[config.mk]
export PLATFORM = sky130hd
export DESIGN_NAME = clk_enable_gen_flat
export DESIGN_NICKNAME = d
export VERILOG_FILES = /design/src/rtl/clk_enable_gen_pkg.sv /design/src/rtl/clk_enable_gen_if.sv /design/src/rtl/clk_enable_gen_enable_stage.sv /design/src/rtl/clk_enable_gen.sv /design/src/flat_wrapper.sv
export SDC_FILE = /design/constraint.sdc
export NUM_CORES = 1
export LEC_CHECK = 0
export BUFFER_PORTS_ARGS = -buffer_cell sky130_fd_sc_hd__buf_2
export CAP_MARGIN = 40
export CORE_AREA = 2 2 78 80
export CTS_CLUSTER_DIAMETER = 80
export DETAILED_ROUTE_END_ITERATION = 10
export DIE_AREA = 0 0 80 82
export GPL_TIMING_DRIVEN = 1
export PLACE_DENSITY = 0.74
export SYNTH_ARGS = -nofsm -noshare
export SYNTH_HDL_FRONTEND = slang
export SYNTH_SLANG_ARGS = --single-unit
[constraint.sdc]
create_clock -name clk -period 2.6 [get_ports clk]
set_clock_uncertainty 0.2 [all_clocks]
set_input_delay 0.26 -clock clk [delete_from_list [all_inputs] [get_ports clk]]
set_output_delay 0.26 -clock clk [all_outputs]
set_load 0.05 [all_outputs]
[src/rtl/clk_enable_gen_pkg.sv]
// rtl/clk_enable_gen_pkg.sv - default ratios, widths and word type for the clock-enable generator
package clk_enable_gen_pkg;

    localparam int STAGES_DEF = 3;
    localparam int CNT_W_DEF  = 16;

    // CIC stage, base-band and audio ratios, each relative to the previous stage
    localparam int R1A = 5;
    localparam int R1B = 50;
    localparam int R2  = 30;

    typedef logic [CNT_W_DEF-1:0] word_t;

endpackage

[src/rtl/clk_enable_gen_if.sv]
// rtl/clk_enable_gen_if.sv - enable/phase/reload bundle between generator and its user
// Signals: sync (restart), en (per-stage strobes), phase (per-stage counters);
// with RATIO_RELOAD_EN also div_i, div_load, load_pending.
// master = controlling side, slave = clk_enable_gen.
interface clk_enable_gen_if #(
    parameter int STAGES = 3,
    parameter int CNT_W  = 16
);
    logic                    sync;
    logic [STAGES-1:0]       en;
    logic [STAGES*CNT_W-1:0] phase;
`ifdef RATIO_RELOAD_EN
    logic [STAGES*CNT_W-1:0] div_i;
    logic                    div_load;
    logic                    load_pending;

    modport master (output sync, output div_i, output div_load,
                    input en, input phase, input load_pending);
    modport slave  (input sync, input div_i, input div_load,
                    output en, output phase, output load_pending);
`else
    modport master (output sync, input en, input phase);
    modport slave  (input sync, output en, output phase);
`endif
endinterface

[src/rtl/clk_enable_gen_enable_stage.sv]
// rtl/clk_enable_gen_enable_stage.sv - one divide stage of the cascaded enable generator
// Ports: clk, reset (async, high), sync (restart), tick_i (previous stage wrap),
// eff_i (effective ratio, >= 1), tick_o (this stage wraps on this edge), count_o.
module enable_stage
    import clk_enable_gen_pkg::*;
#(
    parameter int CNT_W = CNT_W_DEF
) (
    input  logic             clk,
    input  logic             reset,
    input  logic             sync,
    input  logic             tick_i,
    input  logic [CNT_W-1:0] eff_i,
    output logic             tick_o,
    output logic [CNT_W-1:0] count_o
);
    logic [CNT_W-1:0] cnt_q, cnt_d;
    logic             wrap;

    // eff_i is never zero, so the subtraction cannot underflow
    assign wrap   = (cnt_q == eff_i - CNT_W'(1));
    assign tick_o = tick_i & wrap;

    always_comb begin
        cnt_d = cnt_q;
        if (sync)
            cnt_d = '0;
        else if (tick_i)
            cnt_d = wrap ? '0 : cnt_q + CNT_W'(1);
    end

    always_ff @(posedge clk or posedge reset) begin
        if (reset)
            cnt_q <= '0;
        else
            cnt_q <= cnt_d;
    end

    assign count_o = cnt_q;

endmodule

[src/rtl/clk_enable_gen.sv]
// rtl/clk_enable_gen.sv - cascaded, phase-aligned clock-enable generator
// Ports: clk, reset (async, high), bus (clk_enable_gen_if.slave: sync, en, phase,
// and with macro RATIO_RELOAD_EN also div_i, div_load, load_pending).
// Without RATIO_RELOAD_EN the ratios are the constant DIV parameter.
module clk_enable_gen
    import clk_enable_gen_pkg::*;
#(
    parameter int STAGES       = STAGES_DEF,
    parameter int CNT_W        = CNT_W_DEF,
    parameter int DIV [STAGES] = '{R1A, R1B, R2}
) (
    input  logic            clk,
    input  logic            reset,
    clk_enable_gen_if.slave bus
);
    // tick[0] is the always-true input of stage 0; tick[k+1] is stage k's wrap
    logic [STAGES:0]              tick;
    logic [STAGES-1:0][CNT_W-1:0] div_def;
    logic [STAGES-1:0][CNT_W-1:0] d_act;
    logic [STAGES-1:0][CNT_W-1:0] eff;
    logic [STAGES-1:0][CNT_W-1:0] cnt;
    logic [STAGES-1:0]            en_q, en_d;

    assign tick[0] = 1'b1;

    genvar k;
    generate
        for (k = 0; k < STAGES; k++) begin : g_stage
            assign div_def[k] = CNT_W'(DIV[k]);
            // a programmed ratio of 0 behaves as pass-through
            assign eff[k] = (d_act[k] == '0) ? CNT_W'(1) : d_act[k];

            enable_stage #(
                .CNT_W (CNT_W)
            ) u_stage (
                .clk     (clk),
                .reset   (reset),
                .sync    (bus.sync),
                .tick_i  (tick[k]),
                .eff_i   (eff[k]),
                .tick_o  (tick[k+1]),
                .count_o (cnt[k])
            );
        end
    endgenerate

`ifdef RATIO_RELOAD_EN
    logic [STAGES-1:0][CNT_W-1:0] d_q, d_d;
    logic [STAGES-1:0][CNT_W-1:0] shadow_q, shadow_d;
    logic                         pending_q, pending_d;
    logic                         apply;

    // New ratios only take over when every counter is about to be zero
    // (top-stage wrap or sync), so no stage ever sees a truncated period.
    always_comb begin
        apply     = pending_q & (bus.sync | tick[STAGES]);
        d_d       = apply ? shadow_q : d_q;
        shadow_d  = bus.div_load ? bus.div_i : shadow_q;
        pending_d = bus.div_load | (pending_q & ~apply);
    end

    always_ff @(posedge clk or posedge reset) begin
        if (reset) begin
            d_q       <= div_def;
            shadow_q  <= div_def;
            pending_q <= 1'b0;
        end else begin
            d_q       <= d_d;
            shadow_q  <= shadow_d;
            pending_q <= pending_d;
        end
    end

    assign d_act            = d_q;
    assign bus.load_pending = pending_q;
`else
    assign d_act = div_def;
`endif

    assign en_d = bus.sync ? '0 : tick[STAGES:1];

    always_ff @(posedge clk or posedge reset) begin
        if (reset)
            en_q <= '0;
        else
            en_q <= en_d;
    end

    assign bus.en    = en_q;
    assign bus.phase = cnt;

endmodule
[src/flat_wrapper.sv]
// flat-port wrapper written by rule: the top's interface ports become plain ports
module clk_enable_gen_flat import clk_enable_gen_pkg::*;
#(
    parameter int STAGES       = STAGES_DEF,
    parameter int CNT_W        = CNT_W_DEF,
    parameter int DIV [STAGES] = '{R1A, R1B, R2}
)
  (clk, reset, bus_sync, bus_en, bus_phase);
  clk_enable_gen_if #(.STAGES(STAGES), .CNT_W(CNT_W)) bus_i ();
  input  logic clk;
  input  logic reset;
  input wire logic [$bits(bus_i.sync)-1:0] bus_sync;
  output wire logic [$bits(bus_i.en)-1:0] bus_en;
  output wire logic [$bits(bus_i.phase)-1:0] bus_phase;
  assign bus_i.sync = bus_sync;
  assign bus_en = bus_i.en;
  assign bus_phase = bus_i.phase;
  clk_enable_gen #(.STAGES(STAGES), .CNT_W(CNT_W), .DIV(DIV)) u_core (.clk(clk), .reset(reset), .bus(bus_i));
endmodule
# == Word-level counts from Yosys, hierarchy flattened ==
# Index checks and enable logic that the tools add are counted.
# word_totals
ff_bits,51
input_bits,3
output_inout_bits,51
word_cells,23
# op_classes
n_reduce_logical,2
eq_ne,3
n_addsub,3
mux,9
bitwise,2
# ops
cell,count
$mux 16,8
$add 16x1->16 const B,3
$eq 16x3->1 const B,1
$eq 16x5->1 const B,1
$eq 16x6->1 const B,1
$reduce_bool 2->1,2
$mux 3,1
$and 1x1->1,2

# == Depth between registers and ports, before layout ==
# Gate-level depths: netlist of run 1.
# depth
word_depth,4
mapped_depth,8
depth_no_buf,7

# == Hierarchy ==
# A second synthesis of run 1 with hierarchy kept.
# hier_totals
cells_unflattened,513
area_unflattened_um2,4305.4
# modules_own_cells
module,instances,cells_per_inst,area_each_um2
enable_stage,3,168,1400.1
clk_enable_gen,1,9,105.1

# == Worst setup path before layout of run 1 ==
# No wires, ideal clock.
# synth_path
kind,reg2reg
start,register u_core.g_stage[0].u_stage.cnt_q[12]
end,register u_core.g_stage[2].u_stage.cnt_q[7]
slack_ps,-297
required_ps,2301
arrival_time_ps,2598
synth_period_minus_slack_ps,2897
path_stages_with_launch,8
setup_ps,99
cell_sequence,dfrtp_1 -> or4_1 -> or4b_1 -> buf_2 -> nand2b_4 -> buf_6 -> or3_4 -> o31ai_1
# synth_via
elab_chain_len,3
# synth_rtl
item,line_no,source
from (decl),clk_enable_gen_enable_stage.sv:17,"logic [CNT_W-1:0] cnt_q, cnt_d;"
from (signal assigned),clk_enable_gen_enable_stage.sv:36,cnt_q <= cnt_d;
$eq 16x3->1,clk_enable_gen_enable_stage.sv:21,assign wrap = (cnt_q == eff_i - CNT_W'(1));
$and 1x1->1,clk_enable_gen_enable_stage.sv:22,assign tick_o = tick_i & wrap;
$reduce_bool 2->1 (no line),--,
to (signal assigned),clk_enable_gen_enable_stage.sv:36,
to (decl),clk_enable_gen_enable_stage.sv:17,
# Every way passes these cells.
# A chain may end at the register's enable or synchronous reset.

# == Worst setup path after layout of run 1 ==
# layout_path
start,register u_core.g_stage[0].u_stage.cnt_q[14]
end,register u_core.g_stage[1].u_stage.cnt_q[13]
# layout_via
elab_chain_len,2
# layout_rtl
item,line_no
$eq 16x3->1,clk_enable_gen_enable_stage.sv:21
$reduce_bool 2->1 (no line),--
to (signal assigned),clk_enable_gen_enable_stage.sv:36
to (decl),clk_enable_gen_enable_stage.sv:17
# Every way passes these cells.

==> results of run 1 <==
how the worst max path moves through the flow:
stage                                                     start                                    end  slack [ps]
after floorplan           u_core.g_stage[0].u_stage.count_o[14]   u_core.g_stage[2].u_stage.count_o[7]        -170
after global placement    u_core.g_stage[0].u_stage.count_o[14]   u_core.g_stage[1].u_stage.count_o[7]          60
after detailed placement  u_core.g_stage[0].u_stage.count_o[14]   u_core.g_stage[2].u_stage.count_o[6]          20
after CTS                 u_core.g_stage[0].u_stage.count_o[14]   u_core.g_stage[1].u_stage.count_o[7]           1
after global routing      u_core.g_stage[0].u_stage.count_o[14]   u_core.g_stage[2].u_stage.count_o[6]         -10
final                     u_core.g_stage[0].u_stage.count_o[14]  u_core.g_stage[1].u_stage.count_o[13]          50
cell type report:
class / instances / share of cell area
well taps: 75 / 0.0277
clock buffers: 6 / 0.0244
inverters: 10 / 0.0111
clock inverters: 2 / 0.00481
repair buffers: 74 / 0.133
flip-flops and latches: 51 / 0.380
multi-input cells: 218 / 0.419
routing by layer:
metal | wire (um) | part of all wire
met5 | 0 | 0
met4 | 44 | 0.0066
met3 | 326 | 0.049
met2 | 3210 | 0.48
met1 | 3120 | 0.47
through the flow:
step,setup slack [ps],power [mW]
final,52.4,1.44
after floorplan,-174,0.911
after global routing,-12.4,1.51
after CTS,1.23,1.44
after detailed placement,23.2,0.956
after global placement,63.7,0.956
power breakdown:
part	internal (mW)	total (mW)	switching, mW
clock network	0.218	0.489	0.271
logic	0.0434	0.143	0.0991
registers	0.799	0.805	0.00651
total	1.06	1.44	0.377
critical path: stages (launching register included):
cell and delay, ps:
dfrtp_2 410, or4_4 530, or4b_4 550, buf_4 180, nor4_2 310, xnor2_1 180, nor2_1 70
sequential cells by signal, indices dropped and copies added (netlist names):
register                        cells
u_core.bus.en                       3
u_core.g_stage.u_stage.count_o     48
placed cells by master (no fill, tap or decap), types with 3 or more instances in the layout:
cell type   n
buf_2      53
dfrtp_1    45
nand2_1    27
nor2_1     23
buf_4      18
nand3_1    17
o21ai_0    11
and3_1     11
nand4_1    11
xor2_1     10
inv_1       9
xnor2_1     8
a21oi_1     8
a31oi_1     8
nor4_1      7
nor3_1      7
a22o_1      7
ha_1        6
clkbuf_8    6
dfrtp_2     6
nor4b_1     4
and2_1      3
nand4b_1    3
a21o_1      3
nor4_2      3
or3_1       3
o31a_1      3
o311ai_1    3
o31ai_2     3
cell families (layout without fill, tap and decap cells):
family	after synthesis	after routing	synth area share
and+or+nand+nor	137	137	0.274
AOI/OAI and AO/OA	56	56	0.138
DFF	51	51	0.466
buffers and inverters	21	92	0.0333
xor gates and xnor gates	18	18	0.0576
adders and majority gates	6	6	0.0274
muxes	1	1	0.00365
repair_timing:
| item | 4_1_cts | 5_1_grt |
|---|---|---|
| gates resized for setup | 0 | 13 |
| hold endpoints to repair | 20 | 0 |
| endpoints found under the setup margin | 0 | 17 |
| hold buffers | 1 | 0 |
| setup buffers | 0 | 1 |
==> impl_metrics.ini, run 1 <==
[yosys]
ys_top_cells_by_count = dfrtp_1 (51), nand2_1 (27), nor2_1 (25)
synth_area_leaders = dfrtp_1 (47%), nand2_1 (3.7%), nor2_1 (3.4%), xor2_1 (3.2%), nand3_1 (3.1%)
synth_edf_count = 0
synth_top_area_frac = 0.466
netlist_instances = 290
ys_seq_area_frac = 0.466
synthFlopType = dfrtp_1
synth_area_um2 = 2740
synth.distinct_cells = 47
ys_ff_latch = 51
syn_avg_cell_area_um2 = 9.44
synthMostInstantiatedCell = dfrtp_1
syn_nets = 299
yosysWarnings = 0
yosysTopAreaCell = dfrtp_1
async_flop_share = 1.00

[detailed_routing]
wl_per_cell_um = 15.4
drt-vias-per-instance = 5.80
finalWirelength_um = 6710
drc = 0
vias = 2528
first_iter_violations = 126
dr.pass1.iters = 5
ant_nets = 0

[floorplanning]
fp.dieArea_um2 = 6560
fp.dieH_um = 82
io_pins = 54
core_um2 = 5750
die-width_um = 80
start_util = 0.477
std_cell_rows = 28

[critical_path]
r2r_end = u_core.g_stage[1].u_stage.count_o[13]
end_kind = register
r2r_start = u_core.g_stage[0].u_stage.count_o[14]
crit_required_ps = 2600
arrival_ps = 2540
rr_worst_depth = 6
critPathKind = reg2reg
startpoint_type = register
crit_fanout = 4
reg2reg_slack_ps = 50

[cells_and_area]
multi_input_area_um2 = 1420
fin_nets = 369
regArea_um2 = 1280
drive_above_1_share = 0.277
area_growth_pct = 23.5
diodes = 0
nFillCells = 539
fin_util = 0.589
post-route-cell-area_um2 = 3380
instances_no_fill = 436

[grt]
grt-ovfl-total = 0
grt_max_degree = 32
first_global_vias = 2219
use_met2 = 0.335
grt_pass1_wl_um = 11100
grt_util_met3 = 0.0396
track_usage = 0.214
gr-usage-met1 = 0.314
antenna_found_initial = 0
global_route.peak_usage_layer = met2

[placed_design]
postPlaceCellArea_um2 = 3220
place.gp.congestion = 0.810
dp_cells = 426
dp_hpwl_um = 4740
portBuffers = 53

[clock_tree]
cts_sinks = 51
root_buffer = clkbuf_8
cts_max_level = 2
numCtsBuffers = 5
clk_pin_slew_ps = 100
clk_latency_ps = 310
cts_max_path_buffers = 2
cts_tree = done

[hold_path]
hold_start = bus_sync
holdPathStages = 2
holdPathEnd = u_core.g_stage[1].u_stage.count_o[15]
hp-class = in2reg

[sta]
period_minus_slack_ps = 2550
final.period_utilization = 0.980
hold_viol = 0
setup_violations = 0
hold_ws_ps = 55.6
fmax_mhz = 393
relSlewSlack = 0.666
rsz0062_at_grt = true
drv_slew = 0
worst_pin_slew_ps = 500
setup_tns_ps = 0

[power]
ir_worst_vdd_mv = 0.314
p_per_area_nw_per_um2 = 425
leakage_nw = 1.63

[flow_run]
cap_viol_max_count = 0

[status]
outcome = completed
No activity file was read; power rests on OpenSTA's default activity.
==> run 2: changes to the inputs <==
--- a/config.mk
+++ b/config.mk
@@ -7,12 +7,11 @@
 export LEC_CHECK = 0
 export BUFFER_PORTS_ARGS = -buffer_cell sky130_fd_sc_hd__buf_2
 export CAP_MARGIN = 40
-export CORE_AREA = 2 2 78 80
+export CORE_AREA = 2 2 86 88
 export CTS_CLUSTER_DIAMETER = 80
 export DETAILED_ROUTE_END_ITERATION = 10
-export DIE_AREA = 0 0 80 82
+export DIE_AREA = 0 0 88 90
 export GPL_TIMING_DRIVEN = 1
-export PLACE_DENSITY = 0.74
 export SYNTH_ARGS = -nofsm -noshare
 export SYNTH_HDL_FRONTEND = slang
 export SYNTH_SLANG_ARGS = --single-unit
==> run 2 against run 1 <==
  * Cell count increased by 6.0%
  * Non-clock buffer count rose by 2
  * Count of clock-buffer cells in the layout shrank 1
  * Setup slack improved by 11 ps
  * Global-route usage is 3.1 points lower
  * Maximum frequency up 0.44%
  * Flip-flop and latch count stayed put
  * Routed wire length up 4.1%
  * Hold slack improved by 3.0 ps
  * Via count decreased by 2.5%
  * Clock power rose by 15%
  * Largest cell class unchanged
==> impl_metrics.ini, run 2 (synthesis results as in run 1) <==
[placed_design]
portBuffers = 53
pre_cts_ws_ps = 2.96
place.gp.congestion = 0.806
dp_cells = 451
dp_hpwl_um = 4980

[grt]
grt-ovfl-total = 0
antenna_found_initial = 0
grt_pass1_wl_um = 11700
first_global_vias = 2323
grt_max_degree = 29
track_usage = 0.184

[clock_tree]
cts_tree = done
numCtsBuffers = 5
cts_max_level = 2
cts_sinks = 51
clk_latency_ps = 310
cts_max_path_buffers = 2
root_buffer = clkbuf_8
clk_pin_slew_ps = 100

[floorplanning]
fp.dieArea_um2 = 7920
start_util = 0.390
fp.dieH_um = 90
std_cell_rows = 31
die-width_um = 88
core_um2 = 7020
io_pins = 54

[sta]
setup_ws_ps = 63.4
setup_violations = 0
fmax_mhz = 394
drv_slew = 0
hold_viol = 0
worst_pin_slew_ps = 527
relSlewSlack = 0.648
period_minus_slack_ps = 2540
rsz0062_at_grt = true
setup_tns_ps = 0
final.period_utilization = 0.976

[status]
outcome = completed

[flow_run]
cap_viol_max_count = 0

[detailed_routing]
ant_nets = 0
finalWirelength_um = 6980
drc = 0
vias = 2466
drt-vias-per-instance = 5.34
first_iter_violations = 66
dr.pass1.iters = 4
wl_per_cell_um = 15.1

[critical_path]
critPathKind = reg2reg
startpoint_type = register
r2r_start = u_core.g_stage[0].u_stage.count_o[14]
r2r_end = u_core.g_stage[1].u_stage.count_o[4]
crit_required_ps = 2600
arrival_ps = 2530
crit_fanout = 6
reg2reg_slack_ps = 60
end_kind = register
rr_worst_depth = 6

[hold_path]
holdPathStages = 2
hp-class = in2reg
hold_start = bus_sync
holdPathEnd = u_core.bus.en[0]

[power]
leakage_nw = 1.66
p_per_area_nw_per_um2 = 440
ir_worst_vdd_mv = 0.251

[cells_and_area]
instances_no_fill = 462
regArea_um2 = 1280
area_growth_pct = 25.4
drive_above_1_share = 0.270
layout_common_cells = buf_2 (53), dfrtp_1 (45), nand2_1 (27), nor2_1 (23), buf_4 (19)
largest_register_ffs = 48
final_common_cell = buf_2
diodes = 0
fin_nets = 371
multi_input_area_um2 = 1400
nFillCells = 685
==> run 2: changes by cell type in the layout (fill, tap and decap cells not counted), moves of 2 or more <==
cell / delta
o31ai_1: +3
o311ai_0: +2
o31ai_2: -3
o311ai_1: -2
==> run 2: through the flow <==
step                utilization  area [um^2]  hold WS, ps  total power, mW
detailed placement        0.466         3270          139            0.960
global placement          0.466         3270          137            0.960
floorplan                     -         2760          377            0.911
finish                    0.489         3430         58.7             1.51
CTS                       0.484         3400         49.8             1.53
global route              0.489         3430         63.5             1.58
==> run 2: timing repair <==
action | in CTS | in global routing
pin swaps | 0 | 1
hold buffers | 1 | 0
endpoints found under the setup margin | 4 | 15
gates resized for setup | 1 | 6
endpoints found under the hold margin | 23 | 0
buffers inserted | 0 | 2
==> run 2: per-layer routing <==
| layer | share of wire | global-route usage |
|---|---|---|
| met5 | 0 | 0 |
| met4 | 0.011 | 0.0462 |
| met3 | 0.039 | 0.0349 |
| met2 | 0.47 | 0.280 |
| met1 | 0.48 | 0.268 |
==> run 2: worst max-delay path by stage <==
stage,from,end,cells after the start
4_1_cts,u_core.g_stage[0].u_stage.count_o[14],u_core.g_stage[1].u_stage.count_o[4],6
5_1_grt,u_core.g_stage[0].u_stage.count_o[14],u_core.g_stage[2].u_stage.count_o[6],5
3_5_place_dp,u_core.g_stage[0].u_stage.count_o[14],u_core.g_stage[1].u_stage.count_o[7],6
2_1_floorplan,u_core.g_stage[0].u_stage.count_o[14],u_core.g_stage[2].u_stage.count_o[7],7
6_report,u_core.g_stage[0].u_stage.count_o[14],u_core.g_stage[1].u_stage.count_o[4],6
3_3_place_gp,u_core.g_stage[0].u_stage.count_o[14],u_core.g_stage[1].u_stage.count_o[7],6
==> run 2: power breakdown <==
group,switching [mW],internal (mW)
Sequential,0.00641,0.799
Clock,0.274,0.287
Combinational,0.100,0.0465
Total,0.380,1.13
==> run 2: layout make-up <==
type,instances,area share
Clock buffer,5,0.0200
Clock inverter,3,0.0128
Inverter,10,0.0109
Multi-Input combinational cell,218,0.407
Sequential cell,51,0.374
Tap cell,99,0.0361
Timing Repair Buffer,76,0.139
==> run 2: worst max-delay path, stage by stage, from the launching register on <==
cell and delay (ps):
dfrtp_2 410, or4_1 540, or4b_4 560, buf_4 170, nor2_2 150, nor2_2 90
a211o_1 300
